`src/rtl/osm_if.sv`:
```
// Request/grant and flit bus between the input buffers (master) and one output-port arbiter (slave).
interface osm_if #(
    parameter int unsigned NPORT = 4,
    parameter int unsigned W     = 35
);
    localparam int unsigned SW = (NPORT > 1) ? $clog2(NPORT) : 1;

    logic [NPORT-1:0]   req;
    logic [NPORT*W-1:0] din;
    logic [NPORT-1:0]   dvld;
    logic [NPORT-1:0]   ack;
    logic [SW-1:0]      sel;
    logic [W-1:0]       dout;
    logic               dout_vld;
    logic               busy;

    modport master (
        output req, din, dvld,
        input  ack, sel, dout, dout_vld, busy
    );

    modport slave (
        input  req, din, dvld,
        output ack, sel, dout, dout_vld, busy
    );
endinterface

```
`src/rtl/osm.sv`:
```
// Output-side arbiter: round-robin grant of one input at a time, with a registered
// forwarding stage and release on tail flit, request withdrawal or first-flit timeout.
module osm #(
    parameter int unsigned NPORT = 4,
    parameter int unsigned W     = 35,
    parameter int unsigned FLOWH = W - 1,
    parameter int unsigned FLOWL = W - 2,
    parameter logic [1:0]  TAIL  = 2'b11,
    parameter int unsigned TMO   = 15
) (
    input  logic  clk,
    input  logic  rst,
    osm_if.slave  bus
);
    localparam int unsigned SW = (NPORT > 1) ? $clog2(NPORT) : 1;
    localparam int unsigned CW = 8;

    typedef enum logic [1:0] {IDLE, GRANT, BUSY, REL} state_e;

    state_e           state_q, state_d;
    logic [SW-1:0]    ptr_q, ptr_d;
    logic [CW-1:0]    wcnt_q, wcnt_d;
    logic [SW-1:0]    sel_q, sel_d;
    logic [NPORT-1:0] ack_q, ack_d;
    logic [W-1:0]     dout_q, dout_d;
    logic             dout_vld_q, dout_vld_d;
    logic             busy_q, busy_d;

    logic [W-1:0]     din_a [NPORT];
    logic [W-1:0]     din_g;
    logic             dv_g, req_g, tail_g, fwd_c;
    logic             gnt_found;
    logic [SW-1:0]    gnt_idx;
    int unsigned      idx;

    // Split the flattened flit bus and pick out the granted input's signals.
    always_comb begin
        for (int unsigned i = 0; i < NPORT; i++) begin
            din_a[i] = bus.din[i*W +: W];
        end
        din_g  = din_a[sel_q];
        dv_g   = bus.dvld[sel_q];
        req_g  = bus.req[sel_q];
        tail_g = (2'(din_g[FLOWH:FLOWL]) == TAIL);
    end

    // Round-robin search starting at ptr.
    always_comb begin
        gnt_found = 1'b0;
        gnt_idx   = '0;
        idx       = 0;
        for (int unsigned k = 0; k < NPORT; k++) begin
            idx = 32'(ptr_q) + k;
            if (idx >= NPORT) idx = idx - NPORT;
            if (!gnt_found && bus.req[SW'(idx)]) begin
                gnt_found = 1'b1;
                gnt_idx   = SW'(idx);
            end
        end
    end

    always_ff @(posedge clk) begin
        if (rst) begin
            state_q    <= IDLE;
            ptr_q      <= '0;
            wcnt_q     <= '0;
            sel_q      <= '0;
            ack_q      <= '0;
            dout_q     <= '0;
            dout_vld_q <= 1'b0;
            busy_q     <= 1'b0;
        end else begin
            state_q    <= state_d;
            ptr_q      <= ptr_d;
            wcnt_q     <= wcnt_d;
            sel_q      <= sel_d;
            ack_q      <= ack_d;
            dout_q     <= dout_d;
            dout_vld_q <= dout_vld_d;
            busy_q     <= busy_d;
        end
    end

    always_comb begin
        state_d = state_q;
        case (state_q)
            IDLE:  if (gnt_found) state_d = GRANT;
            GRANT: begin
                if (dv_g)                           state_d = tail_g ? REL : BUSY;
                else if (!req_g)                    state_d = REL;
                else if (wcnt_q == CW'(TMO - 1))    state_d = REL;
            end
            BUSY:  if ((dv_g && tail_g) || !req_g) state_d = REL;
            REL:   state_d = IDLE;
            default: state_d = IDLE;
        endcase
    end

    always_comb begin
        ptr_d  = ptr_q;
        wcnt_d = wcnt_q;
        sel_d  = sel_q;
        ack_d  = ack_q;
        case (state_q)
            IDLE: begin
                if (gnt_found) begin
                    sel_d  = gnt_idx;
                    ack_d  = NPORT'(1) << gnt_idx;
                    wcnt_d = '0;
                end
            end
            GRANT: begin
                if (state_d == REL)        ack_d  = '0;
                else if (state_d == GRANT) wcnt_d = wcnt_q + CW'(1);
            end
            BUSY: if (state_d == REL) ack_d = '0;
            REL: begin
                ack_d = '0;
                ptr_d = (sel_q == SW'(NPORT - 1)) ? '0 : sel_q + SW'(1);
            end
            default: ack_d = '0;
        endcase
        busy_d     = (state_d == GRANT) || (state_d == BUSY);
        // Only the granted input's flits reach the link.
        fwd_c      = dv_g && ((state_q == GRANT) || (state_q == BUSY));
        dout_vld_d = fwd_c;
        dout_d     = fwd_c ? din_g : dout_q;
    end

    assign bus.ack      = ack_q;
    assign bus.sel      = sel_q;
    assign bus.dout     = dout_q;
    assign bus.dout_vld = dout_vld_q;
    assign bus.busy     = busy_q;
endmodule
```
`src/flat_wrapper.sv`:
```
// flat-port wrapper written by rule: the top's interface ports become plain ports
module osm_flat 
#(
    parameter int unsigned NPORT = 4,
    parameter int unsigned W     = 35,
    parameter int unsigned FLOWH = W - 1,
    parameter int unsigned FLOWL = W - 2,
    parameter logic [1:0]  TAIL  = 2'b11,
    parameter int unsigned TMO   = 15
)
  (clk, rst, bus_req, bus_din, bus_dvld, bus_ack, bus_sel, bus_dout, bus_dout_vld, bus_busy);
  osm_if #(.NPORT(NPORT), .W(W)) bus_i ();
  input  logic clk;
  input  logic rst;
  input wire logic [$bits(bus_i.req)-1:0] bus_req;
  input wire logic [$bits(bus_i.din)-1:0] bus_din;
  input wire logic [$bits(bus_i.dvld)-1:0] bus_dvld;
  output wire logic [$bits(bus_i.ack)-1:0] bus_ack;
  output wire logic [$bits(bus_i.sel)-1:0] bus_sel;
  output wire logic [$bits(bus_i.dout)-1:0] bus_dout;
  output wire logic [$bits(bus_i.dout_vld)-1:0] bus_dout_vld;
  output wire logic [$bits(bus_i.busy)-1:0] bus_busy;
  assign bus_i.req = bus_req;
  assign bus_i.din = bus_din;
  assign bus_i.dvld = bus_dvld;
  assign bus_ack = bus_i.ack;
  assign bus_sel = bus_i.sel;
  assign bus_dout = bus_i.dout;
  assign bus_dout_vld = bus_i.dout_vld;
  assign bus_busy = bus_i.busy;
  osm #(.NPORT(NPORT), .W(W), .FLOWH(FLOWH), .FLOWL(FLOWL), .TAIL(TAIL), .TMO(TMO)) u_core (.clk(clk), .rst(rst), .bus(bus_i));
endmodule
```
`config.mk`:
```
export PLATFORM = sky130hd
export DESIGN_NAME = osm_flat
export DESIGN_NICKNAME = d
export VERILOG_FILES = /design/src/rtl/osm_if.sv /design/src/rtl/osm.sv /design/src/flat_wrapper.sv
export SDC_FILE = /design/constraint.sdc
export NUM_CORES = 1
export LEC_CHECK = 0
export BUFFER_PORTS_ARGS = -buffer_cell sky130_fd_sc_hd__buf_2
export CAP_MARGIN = 20
export CORE_MARGIN = 2
export CORE_UTILIZATION = 30
export DETAILED_ROUTE_END_ITERATION = 8
export PLACE_DENSITY = 0.61
export SLEW_MARGIN = 5
export SYNTH_ARGS = -nofsm -noshare
export SYNTH_HDL_FRONTEND = slang
export SYNTH_SLANG_ARGS = --single-unit
```
`constraint.sdc`:
```
create_clock -name clk -period 3.25 [get_ports clk]
set_input_delay 0.65 -clock clk [delete_from_list [all_inputs] [get_ports clk]]
set_output_delay 0.65 -clock clk [all_outputs]
set_load 0.01 [all_outputs]
```
==> results of run 1 <==
## layout by cell type (no fill, tap or decap), types with 2 or more instances in the layout
master and count:
a21oi_1 42, and3_1 3, buf_2 192, buf_4 6
clkbuf_8 5, clkinv_4 2, dfxtp_1 53, dfxtp_2 2
ha_1 10, inv_1 5, mux2_2 3, mux2_4 2
mux2i_1 6, mux4_2 35, nand2_1 82, nand2b_1 10
nand3_1 3, nand4_1 3, nor2_1 20, nor2b_1 3
o21a_1 2, o22ai_1 3, o31ai_1 2, o32ai_1 2
xor2_1 6
## flip-flops by register name, summed over array words and instances (netlist names)
signal,count
u_core.state_q,2
u_core.wcnt_q,8
u_core.bus.dout,35
u_core.bus.dout_vld,1
u_core.bus.sel,2
u_core.bus.busy,1
u_core.bus.ack,4
u_core.ptr_q,2
## cells by family after synthesis
family | share of synthesized area [%]
AOI/OAI and AO/OA | 10.21
xor gates and xnor gates | 1.605
adders and majority gates | 3.823
buffers and inverters | 5.275
DFF | 33.64
muxes | 27.87
and+or+nand+nor | 17.58
## report_power, final
part           internal, W  switching [W]  leakage, nW  total (W)
registers         0.000734      0.0000375        0.449   0.000771
logic             0.000286       0.000297         1.46   0.000583
clock network     0.000155       0.000239       0.0443   0.000394
total              0.00117       0.000574         1.95    0.00175
## metal layers
layer | routed length [um] | part of all wire (%) | track usage (%) | up-vias
met2 | 4630 | 48 | 27.46 | 129
met4 | 87 | 0.91 | 3.663 | 0
met1 | 4139 | 43 | 19.86 | 1498
met3 | 734 | 7.7 | 3.134 | 8
met5 | 0 | 0 | 0 | -
li1 | - | - | - | 1564
## area by class of cell
type,instances,area (sq um)
Clock buffer,5,68.82
Inverter,5,18.77
Sequential cell,55,1104
Fill cell,1101,6349
Multi-Input combinational cell,252,1999
Timing Repair Buffer,198,1006
Tap cell,140,175.2
Clock inverter,3,25.02
## worst max path at each step
stage | startpoint | endpoint | slack, ns
after floorplan | bus_dvld[2] | u_core.wcnt_q[0]$_SDFFE_PP0P_ | 0.51
after global placement | bus_dvld[2] | u_core.wcnt_q[7]$_SDFFE_PP0P_ | 0.25
after detailed placement | bus_dvld[2] | u_core.wcnt_q[6]$_SDFFE_PP0P_ | 0.16
after CTS | u_core.bus.sel[0]$_SDFFE_PP0P_ | u_core.wcnt_q[6]$_SDFFE_PP0P_ | 0.33
after global routing | u_core.bus.sel[0]$_SDFFE_PP0P_ | u_core.wcnt_q[6]$_SDFFE_PP0P_ | 0.10
final | u_core.bus.sel[0]$_SDFFE_PP0P_ | u_core.wcnt_q[0]$_SDFFE_PP0P_ | 0.33
## per-stage QoR
stage,hold slack [ns],setup WS [ns],utilization (%),cells,area (sq um)
2_1_floorplan,0.4794,0.5067,-,335,3273
3_3_place_gp,0.4397,0.2454,40.04,650,4303
3_5_place_dp,0.4446,0.1565,40.04,650,4303
4_1_cts,0.4605,0.3287,40.92,658,4397
5_1_grt,0.4808,0.1041,40.92,658,4397
6_report,0.4571,0.3297,40.92,658,4397
## critical path, cell delays in order, from the launching register on
cell      delay (ns)
dfxtp_2         0.54
mux2_4          0.34
mux2_2          0.31
o31ai_1         0.40
inv_1           0.09
ha_1            0.20
nand3b_1        0.16
a22oi_2         0.37
nand2_1         0.09
mux2_2          0.27
nor2_1          0.08
==> flow_metrics.env, run 1 <==
export IMPL_yosysTopAreaCell="dfxtp_1"
export IMPL_yosysMostFrequentCell="nand2_1"
export IMPL_drt_initial_drc_count=122
export IMPL_min_to="u_core.bus.dout[10]$_SDFFE_PP0P_"
export IMPL_avgSynthCellArea_sq_um=9.771
export IMPL_root_buffer="clkbuf_8"
export IMPL_ir_drop_mv=0.1652
export IMPL_place_hpwl_mm=7.489
export IMPL_drv_cap=0
export IMPL_cp_arrival_ns=3.16
export IMPL_rsz0062_at_grt="false"
export IMPL_end_kind="register"
export IMPL_finalNetCount=677
export IMPL_cts_resized_gates=0
export IMPL_skew_ns=0.01075
export IMPL_synth_cells=335
export IMPL_netlist_top_cells_count="nand2_1, dfxtp_1, a21oi_1, mux4_2, nor2_1"
export IMPL_routedWlPerCell_um=14.57
export IMPL_async_flop_share_pct=0
export IMPL_ys_types=39
export IMPL_synth_nets=495
export IMPL_worst_slew_pin_slew_ns=0.9411
export IMPL_drtPass1Iterations=4
export IMPL_gp_congestion=0.8082
export IMPL_grt_pass1_wl_mm=14.65
export IMPL_drc=0
export IMPL_reg2reg_slack_ns=0.33
export IMPL_synthTopCellsByArea="dfxtp_1, mux4_2, nand2_1, a21oi_1, ha_1"
export IMPL_r2r_start="u_core.bus.sel[0]$_SDFFE_PP0P_"
export IMPL_setup_worst_path_start_class="register"
export IMPL_antenna_found_initial=0
export IMPL_row_count=38
export IMPL_period_share_pct=89.86
export IMPL_grt_overflow_total=0
export IMPL_via_per_inst=4.862
export IMPL_synth_flop_cell="dfxtp_1"
export IMPL_yosys_area_top_type_share_pct=33.64
export IMPL_r2r_cells=10
export IMPL_max_freq_mhz=342.4
export IMPL_core_area_sq_um=10750
export IMPL_finalSetupViolCount=0
export IMPL_postCtsHoldBufs=0
export IMPL_cts_made_buffers=5
export IMPL_syn_to_final_growth_pct=34.33
export IMPL_ys_warn_count=0
export IMPL_cts_clk_slew_worst_paths_ns=0.10
export IMPL_pin_count=193
export IMPL_relSlewSlack_pct=37.26
export IMPL_r2r_end="u_core.wcnt_q[0]$_SDFFE_PP0P_"
export IMPL_cp_data_required_time_ns=3.49
export IMPL_num_vias=3199
export IMPL_hold_start="u_core.bus.dout[10]$_SDFFE_PP0P_"
export IMPL_power_density_nw_per_um2=397.7
export IMPL_cts_setup_buffers=0
export IMPL_grt_pass1_vias=3070
export IMPL_p_total_w=0.001748
export IMPL_htree_levels=2
export IMPL_die_area_sq_um=11760
export IMPL_cts_tree="yes"
export IMPL_ys_ff_latch=55
export IMPL_min_period_ns=2.920
export IMPL_clock_sinks=55
export IMPL_worstSkewPairLatency_ns=0.31
export IMPL_wl_mm=9.590
export IMPL_grt_start_max_net_pins=52
export IMPL_postRouteAntennaNets=0
export IMPL_worstPathMaxFanout=11
export IMPL_drive_above_1_share_pct=48.46
export IMPL_finalHoldViolations=0
export IMPL_die_x_um=108.5
export IMPL_mappedNetlistArea_sq_um=3273
export IMPL_portBuffers=192
export IMPL_outcome="finished clean"
export IMPL_cts_buffer_depth=2
export IMPL_initial_core_util_pct=30.46
export IMPL_num_antenna_cells=0
export IMPL_seq_area_frac_synth_pct=33.64
export IMPL_cellLeakagePower_nw=1.950
export IMPL_hp_class="register to register"
export IMPL_finalSetupTns_ns=0
export IMPL_grtUsageTotal_pct=15.70
export IMPL_die_y_um=108.5
export IMPL_holdPathStages=2
export IMPL_crit_type="register to register"
export IMPL_synth_enable_flop_cells=0
export IMPL_finalMaxSlewViolations=0
(Power assumes the default switching activity.)
==> inputs of run 2 (changes only) <==
--- a/config.mk
+++ b/config.mk
@@ -11,4 +11,5 @@
 export CORE_UTILIZATION = 30
 export DETAILED_ROUTE_END_ITERATION = 8
+export GPL_TIMING_DRIVEN = 1
 export PLACE_DENSITY = 0.61
 export SLEW_MARGIN = 5
==> constraint.sdc (replaced) <==
create_clock -name clk -period 3.25 [get_ports clk]
set_input_delay 0.325 -clock clk [delete_from_list [all_inputs] [get_ports clk]]
set_output_delay 0.325 -clock clk [all_outputs]
set_load 0.01 [all_outputs]
==> run 2 against run 1 <==
  * Flip-flop and latch count stayed put
  * Clock-buffer cell count unchanged
  * Fmax fell by 1.1%
  * First-iteration DRC count down 11%
  * Clock power shrank 4%
  * Highest routed layer unchanged
  * Power down 0.96%
  * Global-route usage grew 0.57 points
==> flow_metrics.env, run 2 (synthesis gave the netlist of run 1 again) <==
export IMPL_grt_overflow_total=0
export IMPL_finalSetupViolCount=0
export IMPL_grt_pass1_vias=3159
export IMPL_drv_cap=0
export IMPL_layout_commonest_cell="buf_2"
export IMPL_via_per_inst=4.938
export IMPL_worst_slew_pin_slew_ns=0.7147
export IMPL_cts_made_buffers=5
export IMPL_worstPathCellList="inv_1 > ha_1 > or3_1 > o31ai_1 > inv_1 > ha_1 > nand3b_1 > a22oi_2 > nand2_1 > mux2_2 > nor2_1"
export IMPL_syn_to_final_growth_pct=34.48
export IMPL_power_density_nw_per_um2=393.4
export IMPL_ir_drop_mv=0.1648
export IMPL_setup_slack_ns=0.2980
export IMPL_drtPass1Iterations=4
export IMPL_outcome="finished clean"
export IMPL_row_count=38
export IMPL_skew_ns=0.01128
export IMPL_final_seq_area_sq_um=1104
export IMPL_drc=0
export IMPL_postCtsHoldBufs=0
export IMPL_portBuffers=192
export IMPL_cp_data_required_time_ns=3.49
export IMPL_root_buffer="clkbuf_8"
export IMPL_period_share_pct=90.83
export IMPL_min_period_ns=2.952
export IMPL_timing_hold_ws_ns=0.4585
export IMPL_cts_clk_slew_worst_paths_ns=0.11
export IMPL_path_buf_inv=2
export IMPL_grtUsageTotal_pct=16.27
export IMPL_worstSkewPairLatency_ns=0.31
export IMPL_max_freq_mhz=338.7
export IMPL_cts_tree="yes"
export IMPL_die_y_um=108.5
export IMPL_num_vias=3259
export IMPL_clock_sinks=55
export IMPL_core_area_sq_um=10750
export IMPL_gp_congestion=0.8311
export IMPL_largest_reg_flops=35
export IMPL_pin_count=193
export IMPL_multi_input_area_sq_um=1999
export IMPL_cp_slowest_stage_delay_ns=0.48
export IMPL_worstPathMaxFanout=9
export IMPL_antenna_found_initial=1
export IMPL_cts_setup_buffers=0
export IMPL_layout_common_cells="buf_2, nand2_1, dfxtp_1"
export IMPL_finalNetCount=678
export IMPL_fillers=1118
export IMPL_die_area_sq_um=11760
export IMPL_finalSetupTns_ns=0
export IMPL_place_hpwl_mm=7.784
export IMPL_grt_start_max_net_pins=37
export IMPL_rsz0062_at_grt="false"
export IMPL_routedWlPerCell_um=14.86
export IMPL_cts_resized_gates=0
export IMPL_finalMaxSlewViolations=0
export IMPL_hp_class="register to register"
export IMPL_wl_mm=9.806
export IMPL_cellLeakagePower_nw=1.951
export IMPL_cp_top_family="compound AO/OA/AOI/OAI gates"
export IMPL_htree_levels=2
export IMPL_relSlewSlack_pct=52.18
export IMPL_cp_arrival_ns=3.19
export IMPL_place_ws_ns=0.3218
export IMPL_grt_pass1_wl_mm=15.14
export IMPL_drt_initial_drc_count=109
export IMPL_crit_path_top_delay_cell="o31ai_1"
export IMPL_finalHoldViolations=0
export IMPL_drive_above_1_share_pct=48.55
export IMPL_crit_type="register to register"
export IMPL_end_kind="register"
export IMPL_initial_core_util_pct=30.46
export IMPL_setup_worst_path_start_class="register"
export IMPL_cts_buffer_depth=2
export IMPL_postRouteAntennaNets=0
export IMPL_die_x_um=108.5
-- run 2: worst paths after layout --
check,startpoint,end,slack [ns],cells after the start
worst max-delay path,u_core.state_q[0]$_SDFF_PP0_,u_core.wcnt_q[0]$_SDFFE_PP0P_,0.30,11
worst min-delay path,u_core.bus.dout[3]$_SDFFE_PP0P_,u_core.bus.dout[3]$_SDFFE_PP0P_,0.46,2
worst max register to register,u_core.state_q[0]$_SDFF_PP0_,u_core.wcnt_q[0]$_SDFFE_PP0P_,0.30,11
worst min register to register,u_core.bus.dout[3]$_SDFFE_PP0P_,u_core.bus.dout[3]$_SDFFE_PP0P_,0.46,2
-- run 2: area by class of cell --
cell class / instances / share of cell area [%]
multi-input combinational: 252 / 45.42
sequential: 55 / 25.07
timing repair buffer: 199 / 23.02
tap: 140 / 3.980
clock buffer: 5 / 1.563
clock inverter: 3 / 0.4548
inverter: 5 / 0.4264
antenna: 1 / 0.05685
-- run 2: per-layer routing --
metal / GRT usage (%) / share of wire (%)
met5: 0 / 0
met4: 3.755 / 0.81
met3: 3.436 / 8.5
met2: 29.42 / 50
met1: 19.69 / 41
-- run 2: metrics by stage --
step | power, W | cells | utilization, % | instance area [sq um]
2_1_floorplan | 0.001171 | 335 | - | 3273
3_3_place_gp | 0.001363 | 651 | 40.11 | 4310
3_5_place_dp | 0.001376 | 651 | 40.11 | 4310
4_1_cts | 0.001772 | 659 | 40.94 | 4399
5_1_grt | 0.001861 | 659 | 40.94 | 4399
6_report | 0.001732 | 660 | 40.96 | 4402
-- run 2: worst reg2reg max path, cell delays in order (launching register included) --
cell      delay (ns)
dfxtp_1         0.40
inv_1           0.12
ha_1            0.26
or3_1           0.35
o31ai_1         0.48
inv_1           0.09
ha_1            0.21
nand3b_1        0.17
a22oi_2         0.37
nand2_1         0.09
mux2_2          0.28
nor2_1          0.08
-- run 2: power by group --
group          switching (W)  leakage (nW)  internal (W)  total [W]
Sequential         0.0000341         0.449      0.000733   0.000768
Clock               0.000229        0.0402      0.000151   0.000380
Combinational       0.000301          1.46      0.000284   0.000584
Total               0.000564          1.95       0.00117    0.00173
